--- config.mk ---
export PLATFORM = sky130hd
export DESIGN_NAME = nibble_serial_add_seq
export DESIGN_NICKNAME = d
export VERILOG_FILES = /design/src/rtl/nibble_serial_add_seq.sv
export SDC_FILE = /design/constraint.sdc
export NUM_CORES = 1
export LEC_CHECK = 0
export ABC_AREA = 1
export ABC_CLOCK_PERIOD_IN_PS = 2400
export BUFFER_PORTS_ARGS = -buffer_cell sky130_fd_sc_hd__clkbuf_2
export CORE_AREA = 2 2 74 112
export DETAILED_ROUTE_END_ITERATION = 8
export DIE_AREA = 0 0 76 114
export GPL_TIMING_DRIVEN = 0
export PLACE_DENSITY = 0.63
export SYNTH_ARGS = -nofsm -noshare
export SYNTH_HDL_FRONTEND = slang
export SYNTH_SLANG_ARGS = --single-unit
--- constraint.sdc ---
create_clock -name clk -period 2.4 [get_ports clk]
set_input_delay 0.24 -clock clk [delete_from_list [all_inputs] [get_ports clk]]
set_output_delay 0.24 -clock clk [all_outputs]
set_load 0.05 [all_outputs]
--- src/rtl/nibble_serial_add_seq.sv ---
// Streams a WIDTH-bit addition through an external 4-bit adder one nibble per
// clock, LSB first, and presents the assembled sum over a valid/ready handshake.
module nibble_serial_add_seq #(
  parameter  int WIDTH = 16,
  localparam int NIB   = WIDTH / 4
) (
  input  logic             clk,
  input  logic             rst,
  input  logic             in_valid,
  output logic             in_ready,
  input  logic [WIDTH-1:0] op_a,
  input  logic [WIDTH-1:0] op_b,
  input  logic             op_cin,
  output logic [3:0]       add_a,
  output logic [3:0]       add_b,
  output logic             add_cin,
  input  logic [3:0]       add_sum,
  input  logic             add_cout,
  output logic             out_valid,
  input  logic             out_ready,
  output logic [WIDTH-1:0] result,
  output logic             carry
);

  localparam int IDX_W = (NIB > 1) ? $clog2(NIB) : 1;

  if (((WIDTH % 4) != 0) || (WIDTH < 4)) begin : g_bad_width
    $error("nibble_serial_add_seq: WIDTH must be a multiple of 4 and >= 4");
  end

  typedef enum logic [1:0] {
    S_IDLE = 2'd0,
    S_RUN  = 2'd1,
    S_DONE = 2'd2
  } state_e;

  state_e             state_q, state_d;
  logic [IDX_W-1:0]   idx_q, idx_d;
  logic [WIDTH-1:0]   a_q, a_d;
  logic [WIDTH-1:0]   b_q, b_d;
  logic [WIDTH-1:0]   result_q, result_d;
  logic               cy_q, cy_d;
  logic               carry_q, carry_d;
  logic               last_s;
  logic [IDX_W+1:0]   base_s;

  assign last_s = (idx_q == IDX_W'(NIB - 1));
  assign base_s = {idx_q, 2'b00};

  always_ff @(posedge clk or posedge rst) begin
    if (rst) begin
      state_q  <= S_IDLE;
      idx_q    <= '0;
      a_q      <= '0;
      b_q      <= '0;
      result_q <= '0;
      cy_q     <= 1'b0;
      carry_q  <= 1'b0;
    end else begin
      state_q  <= state_d;
      idx_q    <= idx_d;
      a_q      <= a_d;
      b_q      <= b_d;
      result_q <= result_d;
      cy_q     <= cy_d;
      carry_q  <= carry_d;
    end
  end

  always_comb begin
    state_d  = state_q;
    idx_d    = idx_q;
    a_d      = a_q;
    b_d      = b_q;
    result_d = result_q;
    cy_d     = cy_q;
    carry_d  = carry_q;
    case (state_q)
      S_IDLE: begin
        if (in_valid) begin
          a_d     = op_a;
          b_d     = op_b;
          cy_d    = op_cin;
          idx_d   = '0;
          state_d = S_RUN;
        end else begin
          state_d = S_IDLE;
        end
      end
      S_RUN: begin
        // The adder answer for the current slice lands directly in the result.
        result_d[base_s +: 4] = add_sum;
        cy_d                  = add_cout;
        if (last_s) begin
          carry_d = add_cout;
          state_d = S_DONE;
        end else begin
          idx_d = idx_q + 1'b1;
        end
      end
      S_DONE: begin
        if (out_ready) begin
          state_d = S_IDLE;
        end else begin
          state_d = S_DONE;
        end
      end
      default: begin
        state_d = S_IDLE;
      end
    endcase
  end

  always_comb begin
    in_ready  = 1'b0;
    out_valid = 1'b0;
    add_a     = 4'd0;
    add_b     = 4'd0;
    add_cin   = 1'b0;
    case (state_q)
      S_IDLE: begin
        in_ready = 1'b1;
      end
      S_RUN: begin
        add_a   = a_q[base_s +: 4];
        add_b   = b_q[base_s +: 4];
        add_cin = cy_q;
      end
      S_DONE: begin
        out_valid = 1'b1;
      end
      default: begin
        in_ready = 1'b0;
      end
    endcase
  end

  assign result = result_q;
  assign carry  = carry_q;

endmodule
== Word-level counts from Yosys, hierarchy flattened ==
Index checks and enable logic that the tools add are counted.

* $add $sub $neg: 2
* Reductions and logical operators: 6
* $lt $le $gt $ge: 0
* Divide/modulo/power cells: 0
* $mul: 0
* Bitwise logic cells: 0
* Equality and inequality tests: 6
* Shift-type cells: 4
* Multiplexer cells: 15

{| class="wikitable"
|+ Operator list
! kind !! number
|-
| 16-bit by 5-bit indexed part select with 4-bit output || 2
|-
| 16-bit bitwise mux || 1
|-
| 4-bit by 6-bit variable shift with 16-bit output (first input constant) || 1
|-
| 4-bit by 6-bit indexed part select with 16-bit output || 1
|-
| 2-bit two-way mux || 4
|-
| 4-bit two-way mux || 2
|-
| 2-bit inequality test (second input constant) || 3
|-
| 4-bit negator with 6-bit output || 1
|-
| 2-bit one-hot mux with 3 select lines || 1
|-
| 2-bit AND reduction || 3
|-
| 1-bit two-way mux || 5
|-
| 2-bit equality test (second input constant) || 2
|-
| 2-bit one-hot mux with 2 select lines || 1
|-
| 3-bit AND reduction || 1
|-
| 2-bit by 1-bit adder with 2-bit output (second input constant) || 1
|-
| 2-bit by 1-bit equality test with 1-bit output (second input constant) || 1
|-
| 2-bit zero test || 1
|-
| 1-bit one-hot mux with 2 select lines || 1
|-
| 2-bit nonzero test || 1
|}

* Output and inout port bits: 28
* Logic and storage cells: 40
* Input port bits: 42
* Bits in read-only memories: 0
* Latch bits: 0
* Memories: 0
* Memory bits (writable): 0
* Register bits after elaboration: 54

== Depth between registers and ports, before layout ==
Gate-level depths: netlist of run 1.

* Depth after elaboration: 3
* Mapped depth: 8
* Mapped depth without buffers: 7

== Least setup slack after synthesis of run 1 ==
Ideal clock, no wire load.

* Kind: register to output
* Start point: register idx_q[0]
* End point: output add_a[1]
* Required time: 2.160 ns
* Path buffers: 1
* Path slack: 0.576 ns
* Stages on the path, launching flop included: 6
* Arrival time: 1.584 ns
* Path through: dfrtp_1 inv_1 clkbuf_1 nand2_1 nand3_1 a21oi_1

* Longest elaborated chain between the ends: 2

{| class="wikitable"
|+ Ends and longest elaborated chain
! item !! RTL line !! text
|-
| start, declared || 38 || <nowiki>logic [IDX_W-1:0] idx_q, idx_d;</nowiki>
|-
| start signal, assigned || 61 || <nowiki>idx_q <= idx_d;</nowiki>
|-
| 16-bit by 5-bit indexed part select with 4-bit output || 125 || <nowiki>add_a = a_q[base_s +: 4];</nowiki>
|-
| 4-bit two-way mux || 120 || <nowiki>case (state_q)</nowiki>
|-
| end, declared || 14 || <nowiki>output logic [3:0] add_a,</nowiki>
|}

No other way between the ends.

== Worst setup path in the final report of run 1 ==
* Start point: register idx_q[1]
* End point: register result_q[13] (netlist: result[13])

* Longest elaborated chain between the ends: 3
* Elaborated cells between the ends (all ways): 4
* Those cells by class: 1 x add/sub; 2 x shift; 1 x mux

{| class="wikitable"
|+ Ends and longest elaborated chain
! item !! RTL line !! text
|-
| 4-bit negator with 6-bit output * || 92 || <nowiki>result_d[base_s +: 4] = add_sum;</nowiki>
|-
| 4-bit by 6-bit indexed part select with 16-bit output / 4-bit by 6-bit variable shift with 16-bit output (equally long branches) || 92 ||
|-
| 16-bit bitwise mux * || 92 ||
|-
| end signal, assigned || 64 || <nowiki>result_q <= result_d;</nowiki>
|-
| end, declared || 41 || <nowiki>logic [WIDTH-1:0] result_q, result_d;</nowiki>
|}

Every way passes the cells marked *; elsewhere a longest branch is shown, timed or not.
A chain may end at the register's enable or synchronous reset.

==> metrics.txt, run 1 <==
relative slew slack=0.5901; Worst Skew=0.001311 ns; CTS sink count=54; Simple-Gate Fraction of Synth Area=0.2580; initial antenna violation count=0; drt initial violations=94; r2r endpoint=result[13]; Initial Utilization=0.3406; most common cell after layout, fill and taps aside=nand2_1; Worst setup EP type=flop; nets@finish=458; worst hold start=out_ready; met3 wire length=299 microns; crit path time final=2.150 ns; CP Cell Sequence=buf_2 > clkinv_1 > ha_1 > or2_2 > nor2_2 > nand2_1 > nand2_1; register area share after synthesis=0.5114; Synth Register Bits=54; Worst Hold Depth=2; CP max-delay cell=ha_1; Gate Count Post-Synth=333; via count=2309; Layout fillers=815; Inserted Clock Buffers=5; RSZ-0062 raised after global routing=false; adder-cell share of the synthesized area=0.02367; fraction of layout cells with a size suffix above 1=0.2646; Die W=76 microns; Worst-Skew Late Latency=0.29 ns; R2R Path Start=idx_q[1]; root buf cell=clkbuf_16; DRC viols=0; Rows=40; # Post-CTS Setup Buffers=0; Yosys Warn Count=0; WL met2=3319 microns; Max clock buf depth=2; Worst R2R Path Depth=7; commonest non-fill, non-tap cells in the layout=nand2_1, clkbuf_2, dfrtp_1; Required @ worst endpoint=2.63 ns; routed wire length=6539 microns; Compound-Gate Fraction of Synth Area=0.1042; Post-DRT Antenna Nets=0; max incr delay on CP=0.48 ns; syn nets=380; critical path launch point type=flop; final core occ=0.4273; Worst-Margin Slew=0.6149 ns; CTS tree=yes; post-synthesis xor/xnor area fraction=0; largest net degree at the start of global routing=42; status=finished, final reports clean; Power Density=1569 mW/mm^2; largest family of logic cells by synthesized area=simple AND/OR/NAND/NOR gates; critical path fanouts, max=11; sum of negative setup slack=0 ns; mux share of post-synthesis cell area=0; reg-to-reg setup timing slack=0.25 ns; Critical Path AT=2.38 ns; Ant. Diodes=0; Peak VDD IR=0.5830 mV; P&R area growth vs syn=25.43%; metal1 wirelength=2728 microns; Ports=70; CP Buf/Inv Count=2; GRT Total Usage=0.1647; Setup CP Type=reg2reg; total gr overflow=0; HPWL after DPL=4945 microns; first-pass GRT wire length=11280 microns; cell mode on critical path=nand2_1; vias in the first global route=2497; Port-buffer cells=69; area of the mapped netlist=0.002643 sq mm; Avg WL per Cell=12.65 microns; drt via density=4.466; H-tree level count=2; Max Cap Violations=0; # setup viols final=0; leak pwr=0.001858 uW; Hold EP=state_q[1]; drt pass-1 iters=4; top layer in use=met4; hold crit path type=in2reg; fmax=465.1 MHz; delay-heaviest family, CP=simple AND/OR/NAND/NOR gates; final hold violation count=0; Worst-path clk slew=0.07 ns; Die Y=114 microns; final worst path period share=0.8959; Netlist cell types=21; Slew Viols, Final=0; Placeable Area=0.007757 sq mm; Routability Congestion=0.8088; DIE AREA=0.008664 sq mm; Post-CTS Resized=0; syn_area_per_cell=7.936 sq um
how the worst max path moves through the flow:
stage,slack (ns),start,cells after the start,endpoint
2_1_floorplan,0.58,idx_q[0],5,add_a[1]
3_3_place_gp,0.15,rst,2,b_q[9]
3_5_place_dp,0.24,idx_q[1],7,result[13]
4_1_cts,0.22,idx_q[1],7,result[14]
5_1_grt,0.03,idx_q[1],7,result[13]
6_report,0.25,idx_q[1],7,result[13]
Yosys cell counts:
library cell / number / area share
nor2_2: 2 / 0.0047
or2_2: 1 / 0.0024
inv_2: 1 / 0.0014
ha_1: 5 / 0.024
nor2_1: 40 / 0.057
nor2_4: 2 / 0.0085
inv_1: 47 / 0.067
nand3_1: 25 / 0.047
buf_2: 7 / 0.013
o21ai_0: 6 / 0.011
clkbuf_1: 3 / 0.0043
clkinv_1: 1 / 0.0014
buf_6: 3 / 0.013
a21oi_1: 30 / 0.057
nand2_1: 89 / 0.13
buf_4: 1 / 0.0028
a21oi_2: 10 / 0.033
o31ai_1: 1 / 0.0028
nand2_2: 3 / 0.0071
dfrtp_1: 54 / 0.51
nand4_1: 2 / 0.0047
per-layer routing:
metal  up-vias  track usage
met3        11      0.03481
met4         0      0.07636
met2        57       0.3018
met5         -            0
li1       1178            -
met1      1063       0.1824
logic make-up after synthesis:
kind of cell,count (synthesis)
and+or+nand+nor,164
buffers and inverters,63
DFF,54
AOI/OAI and AO/OA,47
adders and majority gates,5
timing repair:
| action | 4_1_cts | 5_1_grt |
|---|---|---|
| hold endpoints to repair | 13 | 0 |
| endpoints found under the setup margin | 0 | 0 |
| hold buffers | 1 | 0 |
report_power, final:
part	switching [uW]	internal, uW
combinational	2140	770
clock	326	489
sequential	160	1320
total	2630	2580
state kept, by name (all words and copies together), names as in the netlist:
signal   cells
carry        1
idx_q        2
result      16
a_q         16
cy_q         1
b_q         16
state_q      2
cell type report:
class,instances,area [sq um],share of cell area
Timing Repair Buffer,71,375.4,0.1133
Multi-Input combinational cell,216,1020,0.3077
Sequential cell,54,1351,0.4077
Clock buffer,5,125.1,0.03775
Tap cell,105,131.4,0.03964
Clock inverter,3,40.04,0.01208
Inverter,49,183.9,0.05549
Buffer,14,87.58,0.02643
metrics by stage:
| stage | power [uW] | instances | worst slack [ns] | hold WS, ns | cell area [sq um] |
|---|---|---|---|---|---|
| floorplan | 3720 | 333 | 0.5762 | 0.3364 | 2643 |
| global placement | 4376 | 507 | 0.1516 | 0.4349 | 3119 |
| detailed placement | 4429 | 508 | 0.2394 | 0.2053 | 3139 |
| CTS | 5256 | 517 | 0.2200 | 0.1290 | 3314 |
| global route | 5605 | 517 | 0.02965 | 0.1410 | 3314 |
| finish | 5202 | 517 | 0.2497 | 0.1295 | 3314 |
Note: power is estimated with default switching activity, not from simulation.
==> run 2, diff against run 1 <==
- ABC_AREA: 1 -> 0
- CORE_AREA: 2 2 74 112 -> 2 2 73 109
- DIE_AREA: 0 0 76 114 -> 0 0 75 111
==> run 2 against run 1 <==
Net effect: non-clock buffer count is 7 lower; first-iteration DRC count fell by 48%; critical path depth decreased by 3; clock skew grew 0.0039 ns; cell area down 4.5%; combinational power shrank 3%; sequential share of layout area rose by 1.9 points; largest cell class unchanged; largest power group unchanged; highest routed layer unchanged.
==> metrics.txt, run 2 <==
Gate Count Post-Synth=176 (-47%); Hold Worst Slack=0.01368 ns (-0.1158 ns); critical path fanouts, max=9 (-2); register area share after synthesis=0.5381 (+0.02675); root buf cell=clkbuf_16; CP Buf/Inv Count=2 (unchanged); Required @ worst endpoint=2.16 ns (-0.47 ns); Finished Layout Cells=356 (-31%); Die W=75 microns (-1.3%); nets@finish=300 (-34%); R2R Path Start=idx_q[0]; leading area contributor after synthesis=dfrtp_1; Synth Register Bits=54 (unchanged); sum of negative setup slack=0 ns (unchanged); final hold violation count=0 (unchanged); Total Power=5235 uW (+0.64%); Worst R2R Path Depth=7 (unchanged); Port-buffer cells=69 (unchanged); routed wire length=5177 microns (-21%); drt initial violations=49 (-48%); CP Cell Sequence=buf_2 > mux4_2 > nor2b_1 > clkbuf_2; max incr delay on CP=0.54 ns (+0.06 ns); first-pass GRT wire length=8404 microns (-26%); largest net degree at the start of global routing=30 (-29%); CTS tree=yes; drt via density=4.643 (+4.0%); DIE AREA=0.008325 sq mm (-3.9%); Commonest cells post-synth=dfrtp_1, mux2_2, nand2_1; Critical Path AT=1.92 ns (-0.46 ns); Synth top area share=0.5381 (+0.02675); delay-heaviest family, CP=buffers and inverters; syn nets=223 (-41%); fmax=463.0 MHz (-0.44%); most area-consuming cells after synthesis=dfrtp_1, mux2_2, mux4_2; Worst Skew=0.005254 ns (+0.003943 ns); largest family of logic cells by synthesized area=multiplexers; Post-DRT Antenna Nets=0 (unchanged); Worst-Skew Late Latency=0.29 ns (about the same); Layout fillers=731 (-10%); Placeable Area=0.007466 sq mm (-3.8%); # Post-CTS Setup Buffers=0 (unchanged); number of stages on the worst setup path=4 (-3); Inst Count DP=348 (-31%); Post-CTS Resized=0 (unchanged); Inserted Clock Buffers=5 (unchanged); DRC viols=0 (unchanged); Worst-path clk slew=0.07 ns (about the same); Peak VDD IR=0.5705 mV (-2.1%); Worst setup EP type=primary output; Yosys Warn Count=0 (unchanged); vias in the first global route=1743 (-30%); most common cell after layout, fill and taps aside=clkbuf_2; Die Y=111 microns (-2.6%); Power Density=1653 mW/mm^2 (+5.3%); Max clock buf depth=2 (unchanged); count leader, synth=dfrtp_1; Slew Viols, Final=0 (unchanged); Netlist cell types=22 (+4.8%); number of synthesized flops with an enable pin=0 (unchanged); Max Cap Violations=0 (unchanged); area of the mapped netlist=0.002511 sq mm (-5.0%); CTS sink count=54 (unchanged); Avg WL per Cell=14.54 microns (+15%); Simple-Gate Fraction of Synth Area=0.1166 (-0.1415); status=finished, final reports clean; hold crit path type=in2async; Rows=39 (-2.5%); P&R area growth vs syn=26.11%; r2r endpoint=result[2]; Worst-Margin Slew=0.6373 ns (+0.02243 ns); CP max-delay cell=mux4_2; relative slew slack=0.5745 (-0.01557); GRT Total Usage=0.1350 (-0.02967); final worst path period share=0.8999 (+0.003989); RSZ-0062 raised after global routing=false; initial antenna violation count=0 (unchanged); fraction of layout cells with a size suffix above 1=0.5315 (+0.2669); Synth Flop Type=dfrtp_1; Setup CP Type=reg2out; leak pwr=0.001512 uW (-19%); H-tree level count=2 (unchanged); beginning of the critical path=idx_q[1]; CTS Hold Buffers Added=0 (-1); Setup crit end=add_a[0]; mux share of post-synthesis cell area=0.2242 (+0.2242); Ports=70 (unchanged); HPWL after DPL=3993 microns (-19%); syn_area_per_cell=14.27 sq um (+80%); Post-synth ARST share=1.000 (unchanged); drt pass-1 iters=4 (unchanged); Compound-Gate Fraction of Synth Area=0.06178 (-0.04238); critical path launch point type=flop; crit path time final=2.160 ns (+0.009574 ns); via count=1653 (-28%); # setup viols final=0 (unchanged); reg-to-reg setup timing slack=0.41 ns (+0.16 ns); Initial Utilization=0.3363 (-0.004295); adder-cell share of the synthesized area=0.02491 (+0.001239); total gr overflow=0 (unchanged); commonest non-fill, non-tap cells in the layout=clkbuf_2, dfrtp_1, mux2_2; Routability Congestion=0.7273 (-10%); Ant. Diodes=0 (unchanged); post-synthesis xor/xnor area fraction=0 (unchanged)
run 2: cell types whose count changed after synthesis, moves of 10 or more:
| cell | change |
|---|---|
| nand2_1 | -77 |
| a21oi_1 | -29 |
| inv_1 | -41 |
| mux2_2 | +34 |
| nor2_1 | -35 |
| nand3_1 | -25 |
| a21oi_2 | -10 |
run 2: where the power goes:
| part | internal (uW) | leakage (uW) | switching, uW | total (uW) |
|---|---|---|---|---|
| Clock | 494 | 0.0000781 | 312 | 805 |
| Sequential | 1360 | 0.000669 | 236 | 1600 |
| Combinational | 1060 | 0.000765 | 1770 | 2830 |
| Total | 2920 | 0.00151 | 2320 | 5230 |
run 2: cell type report:
class / count / area, sq um / area share
Sequential cell: 54 / 1351 / 0.4267
Multi-Input combinational cell: 108 / 1074 / 0.3390
Timing Repair Buffer: 70 / 365.4 / 0.1154
Clock buffer: 7 / 132.6 / 0.04188
Tap cell: 102 / 127.6 / 0.04030
Buffer: 8 / 63.81 / 0.02015
Clock inverter: 1 / 30.03 / 0.009482
Inverter: 6 / 22.52 / 0.007112
run 2: routing by layer:
| layer | GRT usage | part of all wire | vias up |
|---|---|---|---|
| li1 | - | - | 782 |
| met5 | 0 | 0 | - |
| met4 | 0.05119 | 0.019 | 0 |
| met2 | 0.2304 | 0.54 | 42 |
| met3 | 0.03364 | 0.039 | 8 |
| met1 | 0.1577 | 0.40 | 821 |
run 2: worst min-delay path by stage:
| stage | to | slack (ns) |
|---|---|---|
| 2_1_floorplan | state_q[1] | 0.35 |
| 4_1_cts | b_q[4] | 0.03 |
| 6_report | b_q[4] | 0.01 |
| 3_5_place_dp | b_q[4] | 0.35 |
| 5_1_grt | b_q[4] | 0.07 |
| 3_3_place_gp | result[7] | 0.46 |
run 2: cells by family after synthesis:
kind of cell,count (synthesis)
compound gates,21
mux,42
fa+ha+maj,5
simple gates,40
flops,54
buf+inv,14
run 2: worst register-to-register path: stages, from the launching register on:
cell and delay (ns):
dfrtp_1 0.41, buf_2 0.19, buf_4 0.21, inv_1 0.11
ha_1 0.32, nand3b_4 0.15, nor4b_4 0.35, a22o_1 0.18
run 2: per-stage QoR:
step / instance area (sq um) / setup slack, ns / utilization
2_1_floorplan: 2511 / 0.5303 / -
3_3_place_gp: 2984 / 0.09468 / 0.3997
3_5_place_dp: 3004 / 0.3792 / 0.4024
4_1_cts: 3167 / 0.1845 / 0.4242
5_1_grt: 3167 / 0.1134 / 0.4242
6_report: 3167 / 0.2402 / 0.4242
==> run 3, diff against run 2 <==
--- a/config.mk
+++ b/config.mk
@@ -14,2 +14,3 @@
 export GPL_TIMING_DRIVEN = 0
+export MAX_ROUTING_LAYER = met4
 export PLACE_DENSITY = 0.63
==> constraint.sdc (replaced) <==
create_clock -name clk -period 2.4 [get_ports clk]
set_input_delay 0.12 -clock clk [delete_from_list [all_inputs] [get_ports clk]]
set_output_delay 0.12 -clock clk [all_outputs]
set_load 0.05 [all_outputs]
==> run 3 against run 2 <==
Net effect: via count grew 0.67%; sequential power about the same; final cell count up 0.28%; sequential share of layout area down 0.13 points; non-clock buffer count is 1 higher; worst hold slack improved by 0.029 ns; register-to-register slack about the same; die area unchanged; cell area grew 0.32%; critical endpoint unchanged; largest cell class unchanged.
==> metrics.txt, run 3 (synthesis gave the netlist of run 2 again) <==
status=finished, final reports clean; beginning of the critical path=idx_q[1]; Post-Place Worst Slack=0.3792 ns (unchanged); switching fraction of total power=0.4431 (about the same); nets@finish=301 (+0.33%); Required @ worst endpoint=2.28 ns (+0.12 ns); routed wire length=5220 microns (+0.83%); Port-buffer cells=69 (unchanged); r2r endpoint=result[2]; Worst-path clk slew=0.07 ns (about the same); Ant. Diodes=0 (unchanged); most common cell after layout, fill and taps aside=clkbuf_2; Die Y=111 microns (unchanged); H-tree level count=2 (unchanged); via count=1664 (+0.67%); drt pass-1 iters=4 (unchanged); relative slew slack=0.5750 (about the same); Initial Utilization=0.3363 (unchanged); Cell Area, Placed=0.003004 sq mm (unchanged); final hold violation count=0 (unchanged); Worst Skew=0.005792 ns (+0.0005376 ns); sum of negative setup slack=0 ns (unchanged); DIE AREA=0.008325 sq mm (unchanged); Inserted Clock Buffers=5 (unchanged); largest net degree at the start of global routing=30 (unchanged); fmax=490.2 MHz (+5.9%); Critical Path AT=1.92 ns (about the same); Post-DRT Antenna Nets=0 (unchanged); critical path fanouts, max=9 (unchanged); NetSw=2321 uW (+0.12%); sequential power share=0.305 (about the same); Routability Congestion=0.7361 (+1.2%); drt via density=4.661 (+0.38%); Internal=2917 uW (about the same); crit path time final=2.040 ns (-0.1198 ns); initial antenna violation count=0 (unchanged); Avg WL per Cell=14.62 microns (+0.55%); GRT Total Usage=0.1392 (+0.004201); Setup crit end=add_a[0]; Max Cap Violations=0 (unchanged); critical path launch point type=flop; RSZ-0062 raised after global routing=false; Worst setup EP type=primary output; Final Cell Area=0.003177 sq mm (+0.32%); combinational power share=0.541 (about the same); reg-to-reg setup timing slack=0.41 ns (about the same); P&R area growth vs syn=26.51%; Worst-Skew Late Latency=0.29 ns (about the same); Max clock buf depth=2 (unchanged); commonest non-fill, non-tap cells in the layout=clkbuf_2, dfrtp_1, mux2_2; Layout fillers=730 (-0.14%); Worst R2R Path Depth=7 (unchanged); Setup CP Type=reg2out; Slew Viols, Final=0 (unchanged); # Post-CTS Setup Buffers=0 (unchanged); Placeable Area=0.007466 sq mm (unchanged); clock group share of total power=0.154 (about the same); final worst path period share=0.8500 (-0.04993); R2R Path Start=idx_q[0]; total gr overflow=0 (unchanged); Die W=75 microns (unchanged); Ports=70 (unchanged); final setup margin=0.3600 ns (+0.1198 ns); HPWL after DPL=3993 microns (unchanged); CTS sink count=54 (unchanged); drt initial violations=38 (-22%); DRC viols=0 (unchanged); root buf cell=clkbuf_16; fraction of layout cells with a size suffix above 1=0.5294 (-0.002084); Worst Hold Depth=2; Post-CTS Resized=0 (unchanged); Worst-Margin Slew=0.6365 ns (-0.0007845 ns); vias in the first global route=1751 (+0.46%); Peak VDD IR=0.5730 mV (+0.45%); CTS tree=yes; leak pwr=0.001516 uW (+0.28%); first-pass GRT wire length=8438 microns (+0.40%); Rows=39 (unchanged); hold crit path type=in2reg; # setup viols final=0 (unchanged); Power Density=1649 mW/mm^2 (-0.24%)
-- run 3: changes by cell type in the layout (fill, tap and decap cells not counted) --
cell and change:
dlygate4sd3_1 +1
-- run 3: power by group through the flow --
| stage | Sequential [uW] | Clock (uW) | Combinational, uW |
|---|---|---|---|
| CTS | 1610 | 836 | 2880 |
| global placement | 1600 | 0 | 2840 |
| floorplan | 2020 | 0 | 1840 |
| global route | 1660 | 866 | 3040 |
| detailed placement | 1620 | 0 | 2880 |
| finish | 1600 | 807 | 2830 |
-- run 3: stage by stage --
stage	total power, uW	cells	util	hold WS (ns)
4_1_cts	5328	357	0.4255	0.04061
3_5_place_dp	4504	348	0.4024	0.2317
6_report	5239	357	0.4255	0.04222
5_1_grt	5559	357	0.4255	0.05047
3_3_place_gp	4444	347	0.3997	0.3437
2_1_floorplan	3869	176	-	0.2276
-- run 3: layout make-up --
| class | instances | area, sq um | area share |
|---|---|---|---|
| repair buffers | 71 | 375.4 | 0.1182 |
| clock buffers | 7 | 132.6 | 0.04175 |
| clock inverters | 1 | 30.03 | 0.009453 |
| inverters | 6 | 22.52 | 0.007089 |
| multi-input cells | 108 | 1074 | 0.3379 |
| plain buffers | 8 | 63.81 | 0.02009 |
| flip-flops and latches | 54 | 1351 | 0.4254 |
| well taps | 102 | 127.6 | 0.04017 |
-- run 3: layer usage --
layer | global-route usage | share of wire | vias up
li1 | - | - | 783
met1 | 0.1601 | 0.41 | 831
met2 | 0.2310 | 0.54 | 42
met3 | 0.03182 | 0.038 | 8
met4 | 0.05119 | 0.019 | 0
met5 | - | 0 | -
-- run 3: what timing repair did --
item / CTS / global route
setup endpoints to repair: 0 / 0
endpoints found under the hold margin: 28 / 0
hold buffers: 1 / 0
-- run 3: worst max-delay path, stage by stage (launching register included) --
cell,delay [ns]
dfrtp_1,0.37
buf_2,0.31
mux4_2,0.53
nor2b_1,0.15
clkbuf_2,0.26
-- run 3: how the worst min path moves through the flow --
stage | startpoint | endpoint | slack, ns
global placement | out_ready | state_q[1] | 0.34
finish | out_ready | state_q[1] | 0.04
floorplan | out_ready | state_q[1] | 0.23
CTS | out_ready | state_q[1] | 0.04
detailed placement | rst | b_q[4] | 0.23
global route | op_b[9] | b_q[9] | 0.05
